`src/rtl/hwpq_seq.sv`:
```
// Stimulus/checker for the min-queue: fills it with LFSR keys, drains it, checks pop ordering and count.
// Latency: one strobe per enq/deq slot; each strobe is registered and followed by a mandatory idle gap cycle.
// Backpressure: holds off every strobe while pq_busy is high; stops filling early on pq_full.
module hwpq_seq #(
   parameter int          KW       = 16,
   parameter int          NUM_KEYS = 8,
   parameter logic [15:0] SEED     = 16'hACE1
) (
   input  logic          clk,
   input  logic          rst,
   input  logic          start,
   input  logic          pq_busy,
   input  logic          pq_full,
   input  logic          pq_empty,
   input  logic [KW-1:0] pq_kv_out,
   output logic          pq_enq,
   output logic          pq_deq,
   output logic [KW-1:0] pq_kv_in,
   output logic          busy,
   output logic          done,
   output logic [7:0]    err_count,
   output logic          cnt_err,
   output logic [KW-1:0] last_key
);

   localparam logic [7:0] NUM_KEYS_C = 8'(NUM_KEYS);

   typedef enum logic [2:0] {
      S_IDLE,
      S_FILL,
      S_FILL_GAP,
      S_DRAIN,
      S_DRAIN_GAP,
      S_DONE
   } state_t;

   state_t      state;
   logic [15:0] lfsr;
   logic [15:0] lfsr_nxt;
   logic [7:0]  push_cnt;
   logic [7:0]  pop_cnt;

   // Galois right-shift step, taps 0xB400; only consumed when a key is pushed.
   always_comb begin
      lfsr_nxt = lfsr >> 1;
      if (lfsr[0]) begin
         lfsr_nxt = lfsr_nxt ^ 16'hB400;
      end
   end

   // Run sequencer: all outputs are registered, strobes default low every cycle.
   always_ff @(posedge clk) begin
      if (rst) begin
         state     <= S_IDLE;
         pq_enq    <= 1'b0;
         pq_deq    <= 1'b0;
         pq_kv_in  <= '0;
         busy      <= 1'b0;
         done      <= 1'b0;
         err_count <= 8'd0;
         cnt_err   <= 1'b0;
         last_key  <= '0;
         lfsr      <= SEED;
         push_cnt  <= 8'd0;
         pop_cnt   <= 8'd0;
      end else begin
         pq_enq <= 1'b0;
         pq_deq <= 1'b0;
         case (state)
            S_IDLE, S_DONE: begin
               if (start) begin
                  err_count <= 8'd0;
                  cnt_err   <= 1'b0;
                  done      <= 1'b0;
                  last_key  <= '0;
                  push_cnt  <= 8'd0;
                  pop_cnt   <= 8'd0;
                  lfsr      <= SEED;
                  busy      <= 1'b1;
                  state     <= S_FILL;
               end
            end
            S_FILL: begin
               if ((push_cnt == NUM_KEYS_C) || pq_full) begin
                  state <= S_DRAIN;
               end else if (!pq_busy) begin
                  pq_enq   <= 1'b1;
                  pq_kv_in <= lfsr[KW-1:0];
                  lfsr     <= lfsr_nxt;
                  push_cnt <= push_cnt + 8'd1;
                  state    <= S_FILL_GAP;
               end
            end
            S_FILL_GAP: begin
               // Gives the queue one cycle to raise pq_busy for the enq just issued.
               state <= S_FILL;
            end
            S_DRAIN: begin
               if (pq_busy) begin
                  state <= S_DRAIN;
               end else if (pq_empty) begin
                  cnt_err <= (pop_cnt != push_cnt);
                  done    <= 1'b1;
                  busy    <= 1'b0;
                  state   <= S_DONE;
               end else begin
                  pq_deq   <= 1'b1;
                  pop_cnt  <= pop_cnt + 8'd1;
                  last_key <= pq_kv_out;
                  // The first pop has no predecessor; equal keys are legal.
                  if ((pop_cnt != 8'd0) && (pq_kv_out < last_key) && (err_count != 8'hFF)) begin
                     err_count <= err_count + 8'd1;
                  end
                  state <= S_DRAIN_GAP;
               end
            end
            S_DRAIN_GAP: begin
               state <= S_DRAIN;
            end
            default: begin
               state <= S_IDLE;
               busy  <= 1'b0;
            end
         endcase
      end
   end

endmodule

```
`config.mk`:
```
export PLATFORM = sky130hd
export DESIGN_NAME = hwpq_seq
export DESIGN_NICKNAME = d
export VERILOG_FILES = /design/src/rtl/hwpq_seq.sv
export SDC_FILE = /design/constraint.sdc
export NUM_CORES = 1
export LEC_CHECK = 0
export CAP_MARGIN = 20
export CORE_MARGIN = 2
export CORE_UTILIZATION = 52
export DETAILED_ROUTE_END_ITERATION = 8
export PLACE_DENSITY = 0.88
export SLEW_MARGIN = 20
export SYNTH_ARGS = -nofsm -noshare
export SYNTH_HDL_FRONTEND = slang
export SYNTH_SLANG_ARGS = --single-unit
```
`constraint.sdc`:
```
create_clock -name clk -period 3.05 [get_ports clk]
set_input_delay 0.4575 -clock clk [delete_from_list [all_inputs] [get_ports clk]]
set_output_delay 0.4575 -clock clk [all_outputs]
set_load 0.02 [all_outputs]
```
==> qor.csv <==
metric,value,unit
cp_max_fo,8,
finClkSkew,12.5,ps
port_buffers,66,
cp_slowest_stage_delay,430,ps
syn_to_final_growth,25.2,%
relSlewSlack,51.1,%
core-area,0.00683,mm2
netlist-cell-type-count,48,
grt_pass1_vias,2959,
post-cts-setup-buffers,0,
fin_cells,599,
arrival,2670,ps
overflow,0,
timing.setup.tns,0,ps
cts_sinks,80,
wl,7.96,mm
syn_area,0.00368,mm2
grtUsageTotal,21.3,%
die_y,88.1,um
rows,30,
seqPwrFrac,52.0,%
ir_drop,0.289,mV
rsz0062_at_grt,false,
gp_congestion,0.901,
firstDrtPassIters,4,
grt_pass1_wl,13.1,mm
grt_max_degree,32,
switching_power,0.529,mW
die_area,0.00776,mm2
cp-start-kind,primary input,
comb_power_share,10.3,%
avgSynthCellArea,8.43,um2
initial_core_util,53.8,%
cts-htree-levels,3,
end_kind,flip-flop,
layout_common_cells,"dfxtp_1, nand2_1, clkdlybuf4s50_1, nor2_1, a21oi_1",
regArea,0.00160,mm2
worst_pin_slew,724,ps
final_layout_size_suffix_gt1_share,6.76,%
diodes,0,
maxCapViolations,0,
dp.cells,583,
via_count,3193,
p_leak,1.71,nW
clk_pin_slew,80,ps
ios,67,
cts_resized,0,
reg2reg_slack,690,ps
slew_viol_final,0,
fin_nets,540,
clockBufferDepth,2,
antenna_found_initial,0,
min_path_type,reg2reg,
finalHoldViolations,0,
min_period_over_period,79.2,%
cpMaxStageDelayCell,clkdlybuf4s50_1,
p_clk_share,37.7,%
numCtsBuffers,9,
cp.required,3300,ps
cts.root.buffer_cell,clkbuf_8,
synth_fp_nets,478,
die_x,88.1,um
synth_seq_cells,80,
hold_buffers,0,
netSwitchingFraction,25.4,%
path_class,in2reg,
synth_cells,436,
drc_errors,0,
yosys_warnings,0,
routedWlPerCell,13.3,um
dpl.hpwl,5.69,mm
multi_input_area,0.00190,mm2
clock_latency,360,ps
powerDensity,453,mW/mm2
drt_iter0_drc,159,
final_common_cell,dfxtp_1,
crit_chain,"clkdlybuf4s50_1, ha_1, a21oi_1, o21a_1, nand4_1, o21a_1, o31a_1, a221o_1",
fillers,561,
viasPerCell,5.33,
ant_nets,0,
crit_top_cell,o21a_1,
layout_min_cycle_time,2420,ps
cts_tree,done,
synth-seq-area-share,43.6,%
internal_power,1.56,mW
status,"finished, final reports clean",
clock.fmax,414,MHz
finalSetupViolCount,0,
## sequential cells by signal, summed over array words and instances (netlist names)
name and count:
busy 1, cnt_err 1, done 1, err_count 8, last_key 16, lfsr 16, pop_cnt 8, pq_deq 1
pq_enq 1, pq_kv_in 16, push_cnt 8, state 3
## final cells by class
type | count | share of cell area, %
well taps | 96 | 2.61
inverters | 20 | 1.63
repair buffers | 73 | 15.4
clock inverters | 5 | 1.22
flip-flops and latches | 80 | 34.8
clock buffers | 11 | 3.07
multi-input cells | 314 | 41.3
## power by group through the flow
stage	clock [mW]	combinational, mW	sequential, mW
after floorplan	0	0.131	1.11
after CTS	0.807	0.214	1.08
after detailed placement	0	0.212	1.11
after global routing	0.852	0.237	1.09
after global placement	0	0.206	1.11
final	0.787	0.214	1.08
## metal layers
layer	vias to the layer above	GRT usage, %	part of all wire (%)
li1	1606	-	-
met1	1478	26.5	44
met2	100	35.3	47
met3	9	7.35	7.9
met4	0	5.79	1.1
met5	-	0	0
## kinds of logic after synthesis
group	synth area share, %
flip-flops	43.6
AND/OR/NAND/NOR	23.8
adder cells (fa/ha/maj)	6.81
buffers and inverters	4.70
XOR/XNOR	6.19
multiplexers	0.306
AO/OA/AOI/OAI	14.6
## synth_stat cells (all sizes together)
cell	count	area share, %
or4b	1	0.37
xnor2	9	2.1
o31a	1	0.24
nor3b	2	0.41
o21a	2	0.41
nand2	65	6.6
o21ai	5	0.68
ha	20	6.8
a21oi	40	5.4
a21o	4	0.82
a2111oi	1	0.24
dfxtp	80	44
or2	5	0.85
nor2	53	5.7
clkbuf	18	1.8
nand3b	1	0.20
o22a	1	0.24
a31oi	2	0.34
a22o	3	0.71
nand4	7	1.2
a311oi	1	0.71
mux2	1	0.31
a211oi	3	0.61
nand2b	6	1.0
nand4b	1	0.24
a221o	1	0.27
nand4bb	1	0.31
a22oi	17	3.5
nor4	5	1.0
and2	1	0.17
a2bb2oi	1	0.24
nor3	4	0.54
inv	20	2.0
nand3	20	2.9
o21bai	1	0.20
buf	4	0.82
and3b	1	0.24
nor4b	3	0.71
nor2b	4	0.68
and3	4	0.68
xor2	17	4.0
## critical path: cells and delay by family
family | cells | cell delay [ps]
compound gates | 5 | 1390
fa+ha+maj | 1 | 320
buf+inv | 1 | 430
simple gates | 1 | 80
## final timing paths
kind         depth (start not counted)                   endpoint                     start
max                                  8  err_count[2]$_SDFFE_PP0P_              pq_kv_out[9]
min                                  2   pq_kv_in[6]$_SDFFE_PP0P_  pq_kv_in[6]$_SDFFE_PP0P_
max reg2reg                          8      lfsr[13]$_SDFFE_PP1P_  push_cnt[0]$_SDFFE_PP0P_
min reg2reg                          2   pq_kv_in[6]$_SDFFE_PP0P_  pq_kv_in[6]$_SDFFE_PP0P_
## metrics by stage
stage	hold WS [ps]	power, mW	cell area, um2	util [%]	setup slack [ps]
finish	456	2.09	4610	67.4	634
global route	486	2.18	4610	67.4	532
global placement	442	1.31	4410	64.5	352
detailed placement	446	1.32	4410	64.5	272
floorplan	437	1.24	3680	-	881
CTS	458	2.11	4610	67.4	654
No activity file was read; power rests on OpenSTA's default activity.
